**src/rtl/gpio_switch_debounce.sv**
```systemverilog
// Debounce and edge-detect for the 32-bit DIP switch word from the GPIO board driver.
// The raw word is synchronised and must hold for STABLE_CYCLES before it is committed.
module gpio_switch_debounce #(
  parameter int WIDTH         = 32,
  parameter int STABLE_CYCLES = 262144
) (
  input  logic             clock_50,
  input  logic             reset,
  input  logic [WIDTH-1:0] sw_raw,
  output logic [WIDTH-1:0] sw_stable,
  output logic             sw_valid,
  output logic [WIDTH-1:0] sw_rise,
  output logic [WIDTH-1:0] sw_fall,
  output logic             sw_changed,
  output logic [WIDTH-1:0] sw_toggle,
  output logic             busy
);

  localparam int CNT_W = $clog2(STABLE_CYCLES);
  localparam logic [CNT_W-1:0] CNT_LAST = CNT_W'(STABLE_CYCLES - 1);

  typedef enum logic {
    IDLE,
    SETTLE
  } state_t;

  state_t           state, state_d;
  logic [WIDTH-1:0] sync1, sync2;
  logic [WIDTH-1:0] cand, cand_d;
  logic [CNT_W-1:0] cnt, cnt_d;
  logic [WIDTH-1:0] stable_d, rise_d, fall_d, toggle_d;
  logic             valid_d, changed_d;

  always_ff @(posedge clock_50) begin
    if (reset) begin
      sync1      <= '0;
      sync2      <= '0;
      cand       <= '0;
      cnt        <= '0;
      state      <= SETTLE;
      sw_stable  <= '0;
      sw_valid   <= 1'b0;
      sw_rise    <= '0;
      sw_fall    <= '0;
      sw_changed <= 1'b0;
      sw_toggle  <= '0;
    end else begin
      sync1      <= sw_raw;
      sync2      <= sync1;
      cand       <= cand_d;
      cnt        <= cnt_d;
      state      <= state_d;
      sw_stable  <= stable_d;
      sw_valid   <= valid_d;
      sw_rise    <= rise_d;
      sw_fall    <= fall_d;
      sw_changed <= changed_d;
      sw_toggle  <= toggle_d;
    end
  end

  // A candidate change always wins and restarts the window, even mid-settle.
  always_comb begin
    state_d   = state;
    cand_d    = cand;
    cnt_d     = cnt;
    stable_d  = sw_stable;
    valid_d   = sw_valid;
    rise_d    = '0;
    fall_d    = '0;
    changed_d = 1'b0;
    toggle_d  = sw_toggle;
    if (sync2 != cand) begin
      cand_d  = sync2;
      cnt_d   = '0;
      state_d = SETTLE;
    end else if (state == SETTLE) begin
      if (cnt == CNT_LAST) begin
        state_d  = IDLE;
        stable_d = cand;
        // First commit after reset only establishes the baseline word.
        if (sw_valid) begin
          rise_d    = cand & ~sw_stable;
          fall_d    = ~cand & sw_stable;
          changed_d = (cand != sw_stable);
          toggle_d  = sw_toggle ^ (cand & ~sw_stable);
        end else begin
          valid_d = 1'b1;
        end
      end else begin
        cnt_d = cnt + 1'b1;
      end
    end
  end

  assign busy = (state == SETTLE);

endmodule
```
**config.mk**
```make
export PLATFORM = sky130hd
export DESIGN_NAME = gpio_switch_debounce
export DESIGN_NICKNAME = d
export VERILOG_FILES = /design/src/rtl/gpio_switch_debounce.sv
export SDC_FILE = /design/constraint.sdc
export NUM_CORES = 1
export LEC_CHECK = 0
export CORE_ASPECT_RATIO = 1.4
export CORE_UTILIZATION = 35
export CTS_BUF_LIST = sky130_fd_sc_hd__clkbuf_16
export CTS_CLUSTER_DIAMETER = 30
export DETAILED_ROUTE_END_ITERATION = 8
export HOLD_SLACK_MARGIN = 0.03
export PLACE_DENSITY_LB_ADDON = 0.25
export SETUP_SLACK_MARGIN = 0.15
export SYNTH_ARGS = -nofsm -noshare
export SYNTH_HDL_FRONTEND = slang
export SYNTH_SLANG_ARGS = --single-unit
```
**constraint.sdc**
```tcl
create_clock -name clock_50 -period 5.1 [get_ports clock_50]
set_clock_uncertainty 0.15 [all_clocks]
set_input_delay 1.53 -clock clock_50 [delete_from_list [all_inputs] [get_ports clock_50]]
set_output_delay 1.53 -clock clock_50 [all_outputs]
set_load 0.01 [all_outputs]
```
Word level (Yosys, flattened, before mapping)
Cells that the tools add are included.
- $add $sub $neg: 1
- reductions and logical operators: 5
- bitwise gates (word level): 9
- multiplexer cells: 2
- eq/ne operators: 3
- operators by type and width (cell ; count):
    32-bit AND ; 2
    32-bit != test ; 2
    32-bit inverter ; 2
    32-bit XOR ; 1
    18-bit by 1-bit adder with 18-bit output, second input constant ; 1
    18-bit equality test, second input constant ; 1
    5-bit OR reduction ; 1
    1-bit inverter ; 4
    4-bit AND reduction ; 1
    3-bit AND reduction ; 1
    1-bit 2-to-1 mux ; 2
    2-bit AND reduction ; 1
    2-bit OR reduction ; 1
- register bits after elaboration: 245
- output and inout bits: 131

Longest topological paths before layout
- depth after elaboration: 3
- gate-level depth with buffers: 8
- depth with buffers taken out: 6

Worst setup path before layout
Ideal clock, no wire load.
- path kind: input port to flip-flop
- start point: input port reset
- end point: register sw_stable[10]
- arrival: 2.708 ns
- buffers on the path: 4
- data required time: 4.821 ns
- setup slack: 2.112 ns
- stages on the path: 5
- cell sequence: clkbuf_1 -> clkbuf_1 -> clkbuf_1 -> clkbuf_1 -> o31ai_1
- RTL lines (what ; line ; text):
    start: declaration ; 8 ; input logic reset,
    end signal: assignment ; 53 ; sw_stable <= stable_d;
    end: declaration ; 10 ; output logic [WIDTH-1:0] sw_stable,
No word-level cell between the ends.

Worst setup path in the final report
- start point: register cand[9]
- end point: register state (netlist: busy)
- cells in the longest elaborated chain, start to end: 2
- RTL lines (what ; line ; text):
    start: declaration ; 29 ; logic [WIDTH-1:0] cand, cand_d;
    start signal: assignment ; 50 ; cand <= cand_d;
    32-bit != test ; 73 ; if (sync2 != cand) begin
    2-bit OR reduction (no line) ; n/a ;
    end signal: assignment ; 52 ; state <= state_d;
    end: declaration ; 27 ; state_t state, state_d;
No other way between the ends.
A chain may end at the register's enable or synchronous reset.

==> results.py <==
metrics = {
    "outcome": {
        "run_status": "completed",
    },
    "global_route": {
        "grt_antenna_before_repair": 0,
        "grt_remaining_overflow": 0,
        "vias_in_the_first_global_route": 7116,
        "groute.usage.overall_pct": 16.65,
        "grt_first_pass_wirelength_mm": 38.66,
        "maximum_number_of_pins_on_one_net_before_global_route_repair": 111,
    },
    "synthesis": {
        "syn_area_per_cell_um2": 10.15,
        "synth_cells": 994,
        "ys_warn_count": 0,
        "netlist.area_leader.share_pct": 48.61,
        "ys_types": 41,
        "syn_nets": 1093,
        "seq_area_frac_synth_pct": 48.61,
        "post_synthesis_sequential_element_count": 245,
        "post-synth-top-area-cell": "dfxtp_1",
        "syn-cell-area_mm2": 0.01009,
        "synth_top_cells_by_area": "dfxtp_1 (49%), ha_1 (8.1%), nor2b_1 (7.9%), and2_1 (4.0%), nor4_2 (4.0%)",
    },
    "worst_setup_path": {
        "cp.buffers_inverters": 0,
        "worstSetupPathType": "reg -> reg",
        "required_ns": 5.35,
        "setup.worst_path.end_class": "flop",
        "cp_slowest_cell": "or4_1",
        "critical_path.cell_chain": "xor2_1 -> nor4_1 -> nand4_1 -> or4_1 -> nand2b_1",
        "kind_of_cell_adding_the_most_delay_to_the_critical_path": "simple AND/OR/NAND/NOR gates",
        "crit_path_max_incr_delay_ns": 1.08,
        "critical_path.startpoint_type": "flop",
        "cp_max_fo": 19,
        "critPathArrivalTime_ns": 3.76,
    },
    "sta": {
        "final_period_minus_worst_setup_slack_ns": 3.514,
        "timing_worst_slew_pin_value_ns": 0.9063,
        "finalCritPeriodShare_pct": 68.90,
        "slew_headroom_pct": 39.37,
        "timing.final.hold_violations": 0,
        "maxClockFrequency_mhz": 284.6,
        "setup_repair_after_global_routing_missed_its_margin": "no",
        "layout_setup_ws_ns": 1.586,
        "max_transition_viols_final": 0,
        "final_setup_violation_count": 0,
        "final.setup.tns_ns": 0,
    },
    "finish": {
        "final_core_utilization_pct": 47.48,
        "drive_gt1_share_pct": 10.40,
        "num-fill-cells": 2672,
        "layout-area-overhead-vs-synth_pct": 33.68,
        "finalInstanceArea_mm2": 0.01349,
        "finish.net_count": 1248,
        "insertedDiodeCount": 0,
    },
    "power_and_ir_drop": {
        "p_leak_nw": 5.176,
        "vdd_ir_drop_max_uv": 279.4,
        "power_density_mw_per_mm2": 372.5,
    },
    "route": {
        "drtAntennaViolNets": 0,
        "post_detailed_route_drc_marker_count": 0,
        "routed_wire_length_per_instance_um": 15.58,
        "detailroute.via_count": 7171,
        "dr.pass1.iters": 4,
        "post_drt_via_cell_ratio": 4.603,
        "routed_wirelength_mm": 24.27,
        "drt_iter0_drc": 265,
    },
    "placed_design": {
        "numPortBuffers": 164,
        "placement_stage_cell_area_mm2": 0.01201,
        "routabilityCongestion": 0.7823,
        "dp_hpwl_mm": 17.35,
        "pre_cts_ws_ns": 1.524,
    },
    "clock_tree": {
        "clock_tree_sinks": 245,
        "clkTransAtPathRegs_ns": 0.05,
        "worst_skew_pair.late_latency_ns": 0.53,
        "clock_tree.root_cell": "clkbuf_16",
        "cts-buffers-inserted": 42,
        "cts_resized": 0,
        "cts_hold_repair.buffers": 0,
        "cts_tree": "built",
        "post-cts-setup-buffer-count": 0,
        "htree_num_levels": 2,
        "clk_path_buf_depth": 3,
    },
    "min_path": {
        "min-delay-path-class": "reg -> reg",
    },
    "floorplan": {
        "core_region_area_mm2": 0.02841,
        "die_w_um": 145.5,
        "num_rows": 73,
        "ioPinCount": 165,
        "initial_standard_cell_utilization_of_the_core_pct": 35.52,
        "die_height_um": 202.9,
        "design.die.area_mm2": 0.02952,
    },
    "flow_run": {
        "maxCapViolations": 0,
    },
}
==> power breakdown <==
part | internal (W) | switching [W] | leakage (nW)
sequential | 0.00195 | 0.0000198 | 1.99
combinational | 0.0000699 | 0.000105 | 2.47
clock | 0.00184 | 0.00104 | 0.713
total | 0.00386 | 0.00116 | 5.18
==> area by class of cell <==
cell class | count | area, um^2 | share of cell area [%]
clock buffers | 45 | 1126 | 8.349
inverters | 64 | 240.2 | 1.781
well taps | 375 | 469.2 | 3.479
repair buffers | 174 | 1718 | 12.74
flip-flops and latches | 245 | 4905 | 36.36
clock inverters | 33 | 356.6 | 2.644
multi-input cells | 622 | 4673 | 34.65
==> synthesized netlist by cell type, drive strengths merged <==
master and n:
and2 65, buf 24, nor3b 1, nor4 43, or4 33, and3 4, o21ba 1, a211oi 1
o31ai 33, nor4b 1, and4 4, o21ai 2, or3 2, inv 64, nand4 14, nand4b 1
nand2b 34, clkbuf 39, nor2 49, xnor2 9, o211ai 1, dfxtp 245, nand3 6, mux2 32
nand2 39, o2111ai 1, a21oi 4, mux2i 1, ha 65, nor2b 128, nor3 11, xor2 35
o211a 1, a21boi 1
==> cells by family after synthesis <==
logic type                 after synthesis  share of synthesized area [%]
and+or+nand+nor                        435                          27.36
muxes                                   33                          3.671
xor gates and xnor gates                44                          3.819
AOI/OAI and AO/OA                       45                          3.261
adders and majority gates               65                          8.061
DFF                                    245                          48.61
buffers and inverters                  127                          5.221
==> state kept, by name, summed over array words and instances (netlist names) <==
register    count
cand           32
sw_fall        32
sw_rise        32
sw_stable      32
sw_toggle      32
sync1          32
sync2          32
cnt            18
busy            1
sw_changed      1
sw_valid        1
==> per-stage QoR <==
step | cells | total power, W | hold slack (ns)
4_1_cts | 1558 | 0.005090 | 0.2816
2_1_floorplan | 994 | 0.002115 | 0.2638
6_report | 1558 | 0.005024 | 0.2780
3_3_place_gp | 1480 | 0.002183 | 0.2706
5_1_grt | 1558 | 0.005203 | 0.2983
3_5_place_dp | 1480 | 0.002186 | 0.2712
==> worst paths after layout <==
check	end	startpoint	slack, ns	depth (start not counted)
hold reg to reg	sync2[21]$_SDFF_PP0_	sync1[21]$_SDFF_PP0_	0.28	1
setup / recovery	busy$_SDFF_PP1_	cand[9]$_SDFFE_PP0P_	1.59	5
hold / removal	sync2[21]$_SDFF_PP0_	sync1[21]$_SDFF_PP0_	0.28	1
setup reg to reg	busy$_SDFF_PP1_	cand[9]$_SDFFE_PP0P_	1.59	5
==> metal layers <==
metal  wire (um)  global-route usage, %  up-vias
met1       10120                  19.21     3337
met4        1099                  9.436        0
li1            -                      -     3609
met3         893                  2.944       60
met5           0                      0        -
met2       12160                  28.98      165
==> layout by cell type (no fill, tap or decap), drive strengths merged, types with 2 or more instances in the layout <==
master	n
a21oi	4
and2	65
and3	4
and4	4
buf	11
bufinv	4
clkbuf	45
clkdlybuf4s50	163
clkinv	10
clkinvlp	6
dfxtp	245
ha	65
inv	77
mux2	32
nand2	39
nand2b	34
nand3	6
nand4	14
nor2	49
nor2b	128
nor3	11
nor4	43
o21ai	2
o31ai	33
or3	2
or4	33
xnor2	9
xor2	35
No activity file was read; power rests on OpenSTA's default activity.
